**src/rtl/ilog2_pkg.sv**
```systemverilog
// Shared definitions for the floor-log2 scheduler slice.
//   LOG2_W      : width of a floor-log2 result (0..31)
//   DATA_W      : operand width
//   ID_MAX_W    : tag id width, wide enough for up to 16 requesters
//   ilog2_tag_t : per-operation tag carried alongside the datapath
package ilog2_pkg;

    localparam int unsigned LOG2_W   = 5;
    localparam int unsigned DATA_W   = 32;
    localparam int unsigned ID_MAX_W = 4;

    typedef struct packed {
        logic                valid;
        logic [ID_MAX_W-1:0] id;
        logic                zero;
    } ilog2_tag_t;

endpackage

```
**src/rtl/ilog2_sched_if.sv**
```systemverilog
// Requester-side bus of ilog2_sched.
//   req_valid/req_data/hold : driven by the requesters (master)
//   req_ready               : one-hot grant back to the requesters
//   rsp_valid/rsp_log2/rsp_zero : one-cycle result strobe and payload
//   busy                    : at least one operation in flight
interface ilog2_sched_if
    import ilog2_pkg::*;
#(
    parameter int unsigned NREQ = 4
);
    logic                     hold;
    logic [NREQ-1:0]          req_valid;
    logic [NREQ*DATA_W-1:0]   req_data;
    logic [NREQ-1:0]          req_ready;
    logic [NREQ-1:0]          rsp_valid;
    logic [LOG2_W-1:0]        rsp_log2;
    logic                     rsp_zero;
    logic                     busy;

    modport master (
        output hold, req_valid, req_data,
        input  req_ready, rsp_valid, rsp_log2, rsp_zero, busy
    );

    modport slave (
        input  hold, req_valid, req_data,
        output req_ready, rsp_valid, rsp_log2, rsp_zero, busy
    );
endinterface

```
**src/rtl/ilog2_pipe.sv**
```systemverilog
// Fixed-latency 32-bit floor-log2 datapath.
//   clk, reset (async, active-high)
//   in_valid/in_data   : operand, accepted every cycle (no stalls)
//   out_valid/out_log2 : result LAT cycles later; log2 of 0 reads as 0
module ilog2_pipe
    import ilog2_pkg::*;
#(
    parameter int unsigned LAT = 4
) (
    input  logic              clk,
    input  logic              reset,
    input  logic              in_valid,
    input  logic [DATA_W-1:0] in_data,
    output logic              out_valid,
    output logic [LOG2_W-1:0] out_log2
);
    logic [LAT-1:0]             vld_q, vld_d;
    logic [LAT-1:0][LOG2_W-1:0] lg_q, lg_d;
    logic [LOG2_W-1:0]          enc;

    // Highest set bit wins; the encode sits in the first stage, later stages only delay.
    always_comb begin
        enc = '0;
        for (int unsigned b = 0; b < DATA_W; b++) begin
            if (in_data[b]) enc = LOG2_W'(b);
        end
    end

    always_comb begin
        vld_d    = vld_q;
        lg_d     = lg_q;
        vld_d[0] = in_valid;
        lg_d[0]  = enc;
        for (int unsigned k = 1; k < LAT; k++) begin
            vld_d[k] = vld_q[k-1];
            lg_d[k]  = lg_q[k-1];
        end
    end

    always_ff @(posedge clk or posedge reset) begin
        if (reset) begin
            vld_q <= '0;
            lg_q  <= '0;
        end else begin
            vld_q <= vld_d;
            lg_q  <= lg_d;
        end
    end

    assign out_valid = vld_q[LAT-1];
    assign out_log2  = lg_q[LAT-1];
endmodule

```
**src/rtl/ilog2_sched.sv**
```systemverilog
// Round-robin scheduler sharing one ilog2_pipe among NREQ requesters.
//   clk, reset (async, active-high)
//   bus : ilog2_sched_if slave (hold, req_valid/req_data/req_ready,
//         rsp_valid/rsp_log2/rsp_zero, busy)
// Handshake in cycle t -> issue register t+1 -> pipe output t+1+LAT -> rsp at t+LAT+2.
module ilog2_sched
    import ilog2_pkg::*;
#(
    parameter int unsigned NREQ = 4,
    parameter int unsigned LAT  = 4,
    parameter int unsigned IDW  = $clog2(NREQ)
) (
    input  logic         clk,
    input  logic         reset,
    ilog2_sched_if.slave bus
);
    logic [IDW-1:0]        ptr_q, ptr_d;
    logic [NREQ-1:0]       grant;
    logic                  gnt_any;
    logic [IDW-1:0]        gnt_id;
    ilog2_tag_t            iss_q, iss_d;
    logic [DATA_W-1:0]     iss_data_q, iss_data_d;
    ilog2_tag_t [LAT-1:0]  tag_q, tag_d;
    logic [NREQ-1:0]       rsp_valid_q, rsp_valid_d;
    logic [LOG2_W-1:0]     rsp_log2_q, rsp_log2_d;
    logic                  rsp_zero_q, rsp_zero_d;
    logic                  pipe_out_valid;
    logic [LOG2_W-1:0]     pipe_out_log2;
    logic                  tag_any;

    // Priority search starting at the pointer, wrapping modulo NREQ.
    always_comb begin
        int unsigned idx;
        idx     = 0;
        grant   = '0;
        gnt_any = 1'b0;
        gnt_id  = '0;
        if (!bus.hold) begin
            for (int unsigned k = 0; k < NREQ; k++) begin
                idx = 32'(ptr_q) + k;
                if (idx >= NREQ) idx = idx - NREQ;
                if (!gnt_any && bus.req_valid[idx[IDW-1:0]]) begin
                    gnt_any                = 1'b1;
                    gnt_id                 = idx[IDW-1:0];
                    grant[idx[IDW-1:0]]    = 1'b1;
                end
            end
        end
    end

    always_comb begin
        ptr_d = ptr_q;
        if (gnt_any) ptr_d = (32'(gnt_id) == NREQ - 1) ? '0 : gnt_id + 1'b1;

        iss_data_d  = bus.req_data[32'(gnt_id)*DATA_W +: DATA_W];
        iss_d.valid = gnt_any;
        iss_d.id    = ID_MAX_W'(gnt_id);
        iss_d.zero  = (iss_data_d == '0);

        tag_d    = tag_q;
        tag_d[0] = iss_q;
        for (int unsigned k = 1; k < LAT; k++) tag_d[k] = tag_q[k-1];

        // Full-width id compare decodes the one-hot strobe without truncating the tag.
        rsp_valid_d = '0;
        for (int unsigned i = 0; i < NREQ; i++) begin
            rsp_valid_d[i] = pipe_out_valid && (32'(tag_q[LAT-1].id) == i);
        end
        rsp_log2_d = rsp_log2_q;
        rsp_zero_d = rsp_zero_q;
        if (pipe_out_valid) begin
            rsp_log2_d = tag_q[LAT-1].zero ? '0 : pipe_out_log2;
            rsp_zero_d = tag_q[LAT-1].zero;
        end
    end

    always_comb begin
        tag_any = 1'b0;
        for (int unsigned k = 0; k < LAT; k++) tag_any = tag_any | tag_q[k].valid;
    end

    always_ff @(posedge clk or posedge reset) begin
        if (reset) begin
            ptr_q       <= '0;
            iss_q       <= '0;
            iss_data_q  <= '0;
            tag_q       <= '0;
            rsp_valid_q <= '0;
            rsp_log2_q  <= '0;
            rsp_zero_q  <= 1'b0;
        end else begin
            ptr_q       <= ptr_d;
            iss_q       <= iss_d;
            iss_data_q  <= iss_data_d;
            tag_q       <= tag_d;
            rsp_valid_q <= rsp_valid_d;
            rsp_log2_q  <= rsp_log2_d;
            rsp_zero_q  <= rsp_zero_d;
        end
    end

    ilog2_pipe #(.LAT(LAT)) u_pipe (
        .clk       (clk),
        .reset     (reset),
        .in_valid  (iss_q.valid),
        .in_data   (iss_data_q),
        .out_valid (pipe_out_valid),
        .out_log2  (pipe_out_log2)
    );

    assign bus.req_ready = grant;
    assign bus.rsp_valid = rsp_valid_q;
    assign bus.rsp_log2  = rsp_log2_q;
    assign bus.rsp_zero  = rsp_zero_q;
    assign bus.busy      = iss_q.valid | tag_any | (|rsp_valid_q);
endmodule

```
**src/flat_wrapper.sv**
```systemverilog
// flat-port wrapper written by rule: the top's interface ports become plain ports
module ilog2_sched_flat import ilog2_pkg::*;
#(
    parameter int unsigned NREQ = 4,
    parameter int unsigned LAT  = 4,
    parameter int unsigned IDW  = $clog2(NREQ)
)
  (clk, reset, bus_hold, bus_req_valid, bus_req_data, bus_req_ready, bus_rsp_valid, bus_rsp_log2, bus_rsp_zero, bus_busy);
  ilog2_sched_if #(.NREQ(NREQ)) bus_i ();
  input  logic clk;
  input  logic reset;
  input wire logic [$bits(bus_i.hold)-1:0] bus_hold;
  input wire logic [$bits(bus_i.req_valid)-1:0] bus_req_valid;
  input wire logic [$bits(bus_i.req_data)-1:0] bus_req_data;
  output wire logic [$bits(bus_i.req_ready)-1:0] bus_req_ready;
  output wire logic [$bits(bus_i.rsp_valid)-1:0] bus_rsp_valid;
  output wire logic [$bits(bus_i.rsp_log2)-1:0] bus_rsp_log2;
  output wire logic [$bits(bus_i.rsp_zero)-1:0] bus_rsp_zero;
  output wire logic [$bits(bus_i.busy)-1:0] bus_busy;
  assign bus_i.hold = bus_hold;
  assign bus_i.req_valid = bus_req_valid;
  assign bus_i.req_data = bus_req_data;
  assign bus_req_ready = bus_i.req_ready;
  assign bus_rsp_valid = bus_i.rsp_valid;
  assign bus_rsp_log2 = bus_i.rsp_log2;
  assign bus_rsp_zero = bus_i.rsp_zero;
  assign bus_busy = bus_i.busy;
  ilog2_sched #(.NREQ(NREQ), .LAT(LAT), .IDW(IDW)) u_core (.clk(clk), .reset(reset), .bus(bus_i));
endmodule
```
**config.mk**
```make
export PLATFORM = sky130hd
export DESIGN_NAME = ilog2_sched_flat
export DESIGN_NICKNAME = d
export VERILOG_FILES = /design/src/rtl/ilog2_pkg.sv /design/src/rtl/ilog2_sched_if.sv /design/src/rtl/ilog2_pipe.sv /design/src/rtl/ilog2_sched.sv /design/src/flat_wrapper.sv
export SDC_FILE = /design/constraint.sdc
export NUM_CORES = 1
export LEC_CHECK = 0
export BUFFER_PORTS_ARGS = -buffer_cell sky130_fd_sc_hd__clkbuf_2
export CAP_MARGIN = 25
export CORE_MARGIN = 5
export CORE_UTILIZATION = 38
export DETAILED_ROUTE_END_ITERATION = 10
export PLACE_DENSITY = 0.65
export SETUP_SLACK_MARGIN = 0.2
export SLEW_MARGIN = 20
export SYNTH_ARGS = -nofsm -noshare
export SYNTH_HDL_FRONTEND = slang
export SYNTH_SLANG_ARGS = --single-unit
```
**constraint.sdc**
```tcl
create_clock -name clk -period 5.2 [get_ports clk]
set_input_delay 0.26 -clock clk [delete_from_list [all_inputs] [get_ports clk]]
set_output_delay 0.26 -clock clk [all_outputs]
set_load 0.01 [all_outputs]
```
==> impl_metrics.json <==
{
  "outcome": "finished clean",
  "clock_skew_ns": 0.00941,
  "place_ws_ns": 0.940,
  "num_vias": 3143,
  "hold_class": "input pin to asynchronous set/reset pin",
  "critPathRequiredTime_ns": 5.47,
  "clkTransAtPathRegs_ns": 0.08,
  "nets": 641,
  "setup_viol": 0,
  "critPathMaxFanout": 50,
  "cts.repair_timing.setup_buffer_count": 0,
  "grt_overflow": 0,
  "grt_pass1_vias": 3352,
  "die_y_um": 114,
  "core_um2": 10700,
  "dp_cells": 626,
  "insertion_delay_ns": 0.34,
  "clockPowerShare_pct": 16.0,
  "report.final.slew_viol_count": 0,
  "worstMarginPinSlew_ns": 0.764,
  "hold_buffers": 0,
  "placed_area_um2": 4980,
  "ys_async_sr_fraction_pct": 100,
  "area_growth_pct": 25.7,
  "grt_max_degree": 84,
  "htreeDepth": 3,
  "boundaryPins": 150,
  "critical-path-top-delay-family": "multiplexers",
  "design_area_um2": 5190,
  "max_freq_mhz": 237,
  "grt_pass1_wl_mm": 15.4,
  "num_antenna_cells": 0,
  "yosysSeqAreaShare_pct": 50.3,
  "clockBufferDepth": 2,
  "timing.final.crit_share_pct": 81.1,
  "cpMostUsedCell": "mux2i_1",
  "final_cells": 643,
  "wl_per_cell_um": 14.5,
  "first_pass_iters": 4,
  "cap_viol_max_count": 0,
  "setup_tns_ns": 0,
  "cp_slowest_cell": "dfrtp_1",
  "synth_edf_count": 0,
  "dieWidth_um": 114,
  "worstSetupStartpointType": "register",
  "antenna_left": 0,
  "max_stage_delay_ns": 0.71,
  "cts_root_buf": "clkbuf_8",
  "period_needed_ns": 4.22,
  "routed_wl_mm": 9.33,
  "rsz0062_at_grt": "false",
  "drtIter0Drc": 170,
  "synthesis.nets": 492,
  "peakVddDrop_uv": 239,
  "multi_input_area_um2": 1890,
  "setup_slack_ns": 0.983,
  "crit_chain": "inv_1, ha_1, mux4_2, nor3_2, a31oi_1, o221ai_4, buf_12, mux2i_1, mux2i_1, nor4_1, nand4_1, nor2_1",
  "cts_tree": "built",
  "fin_util_pct": 48.3,
  "power.internal_mw": 1.66,
  "avgSynthCellArea_um2": 11.8,
  "portBuffers": 149,
  "relSlewSlack_pct": 49.1,
  "rows": 38,
  "grt_use_total_pct": 14.8,
  "syn-instance-count": 349,
  "p_switching_mw": 1.03,
  "p_seq_share_pct": 38.6,
  "drive_gt1_share_pct": 35.2,
  "antenna_found_initial": 0,
  "power_density_nw_per_um2": 518,
  "ys_types": 44,
  "power_switching_share_pct": 38.4,
  "hold_violations": 0,
  "fillers": 1058,
  "cts_num_sinks": 83,
  "crit_path_end_kind": "register",
  "initial_core_util_pct": 38.4,
  "cts-resized-gates": 0,
  "dieArea_um2": 13000,
  "cts_buffers": 9,
  "critical_path_arrival_ns": 4.49,
  "viasPerCell": 4.89,
  "p_comb_share_pct": 45.5,
  "fin_hold_ws_ns": 0.0771,
  "p_leak_nw": 2.91,
  "synthesis.area_um2": 4130,
  "dpl.hpwl_mm": 7.51,
  "path_buf_inv": 2,
  "crit_type": "register to register",
  "finalPower_mw": 2.69,
  "seq_area_um2": 2080,
  "yosysWarnings": 0,
  "routabilityCongestion": 0.883,
  "drc": 0,
  "ys_ff_latch": 83,
  "synth_flop_cell": "dfrtp_1"
}
[cell families (layout without fill, tap and decap cells)]
logic type	count (synthesis)	in the layout	synth area share, %
AO/OA/AOI/OAI	46	46	7.55
XOR/XNOR	1	1	0.212
adder cells (fa/ha/maj)	8	8	2.43
buffers and inverters	31	185	4.28
flip-flops	83	83	50.3
multiplexers	104	104	26.2
AND/OR/NAND/NOR	76	76	8.98
[cells in the mapped netlist (all sizes together), types with 2 or more instances]
cell type	number	area, um^2
a21oi	11	55.1
a211oi	2	15.0
inv	17	63.8
mux2	3	33.8
nor2b	3	18.8
a221oi	4	35.0
nand2	13	48.8
nor2	28	105
nand2b	4	25.0
nor3	7	40.0
ha	8	100
o21ai	9	45.0
mux2i	98	981
dfrtp	83	2080
o21bai	2	15.0
buf	13	109
a22oi	4	30.0
nand4	2	12.5
nor4	11	68.8
o31ai	5	37.5
mux4	3	67.6
nand3	3	15.0
o221ai	2	23.8
[worst min-delay path: cells and delay by family]
family	cells	cell delay (ns)
buffers and inverters	3	0.66
[layout make-up]
| cell class | instances | area share [%] |
|---|---|---|
| well taps | 140 | 3.38 |
| clock inverters | 5 | 1.04 |
| inverters | 17 | 1.25 |
| repair buffers | 152 | 15.4 |
| flip-flops and latches | 83 | 40.0 |
| clock buffers | 11 | 2.53 |
| multi-input cells | 235 | 36.4 |
[state kept, by name, indices dropped and copies added, names as in the netlist, 3 cells and up]
signal and cells:
u_core.bus.rsp_log2 5, u_core.u_pipe.lg_d 15, u_core.tag_d 9, u_core.iss_data_q 31, u_core.u_pipe.vld_q 3, u_core.iss_q 4, u_core.u_pipe.out_log2 5, u_core.tag_q 4
u_core.bus.rsp_valid 4
[final timing paths]
path	end	slack [ns]	start	depth (start not counted)
setup reg to reg	u_core.iss_q[0]	0.98	u_core.ptr_q[0]	12
max in group asynchronous	u_core.u_pipe.lg_d[9]	4.62	reset	3
hold / removal	u_core.u_pipe.vld_q[1]	0.08	reset	3
min in group clk	u_core.iss_data_q[14]	0.25	bus_req_data[78]	3
setup / recovery	u_core.iss_q[0]	0.98	u_core.ptr_q[0]	12
hold reg to reg	u_core.u_pipe.lg_d[16]	0.35	u_core.u_pipe.lg_d[11]	0
[layout by cell type (no fill, tap or decap), types with 2 or more instances in the layout]
| master | n |
|---|---|
| o21ai_0 | 7 |
| nand2_1 | 13 |
| buf_12 | 2 |
| ha_1 | 8 |
| nand3_1 | 3 |
| nor4_1 | 11 |
| nor2_1 | 28 |
| mux2_1 | 2 |
| nand2b_1 | 3 |
| a21oi_1 | 11 |
| mux4_2 | 3 |
| inv_1 | 14 |
| nor2b_1 | 3 |
| clkbuf_1 | 2 |
| o31ai_1 | 5 |
| a211oi_1 | 2 |
| o21ai_1 | 2 |
| clkbuf_8 | 9 |
| o21bai_1 | 2 |
| clkinv_2 | 4 |
| inv_2 | 2 |
| nor3_1 | 6 |
| clkbuf_2 | 149 |
| nand4_1 | 2 |
| dfrtp_1 | 83 |
| a221oi_1 | 4 |
| a22oi_1 | 4 |
| mux2i_1 | 98 |
[power by group through the flow]
stage          logic [mW]  registers, mW  clock network (mW)
2_1_floorplan       0.970           1.00                   0
3_3_place_gp         1.19           1.04                   0
3_5_place_dp         1.22           1.05                   0
4_1_cts              1.23           1.04               0.447
5_1_grt              1.35           1.07               0.476
6_report             1.22           1.04               0.429
[routing by layer]
metal	vias up	track usage [%]	wire length, um
met5	-	0	0
met4	0	5.62	269
met3	16	4.12	629
met2	114	25.8	4850
met1	1457	17.4	3590
li1	1556	-	-
Power figures use the tool's default switching activity.
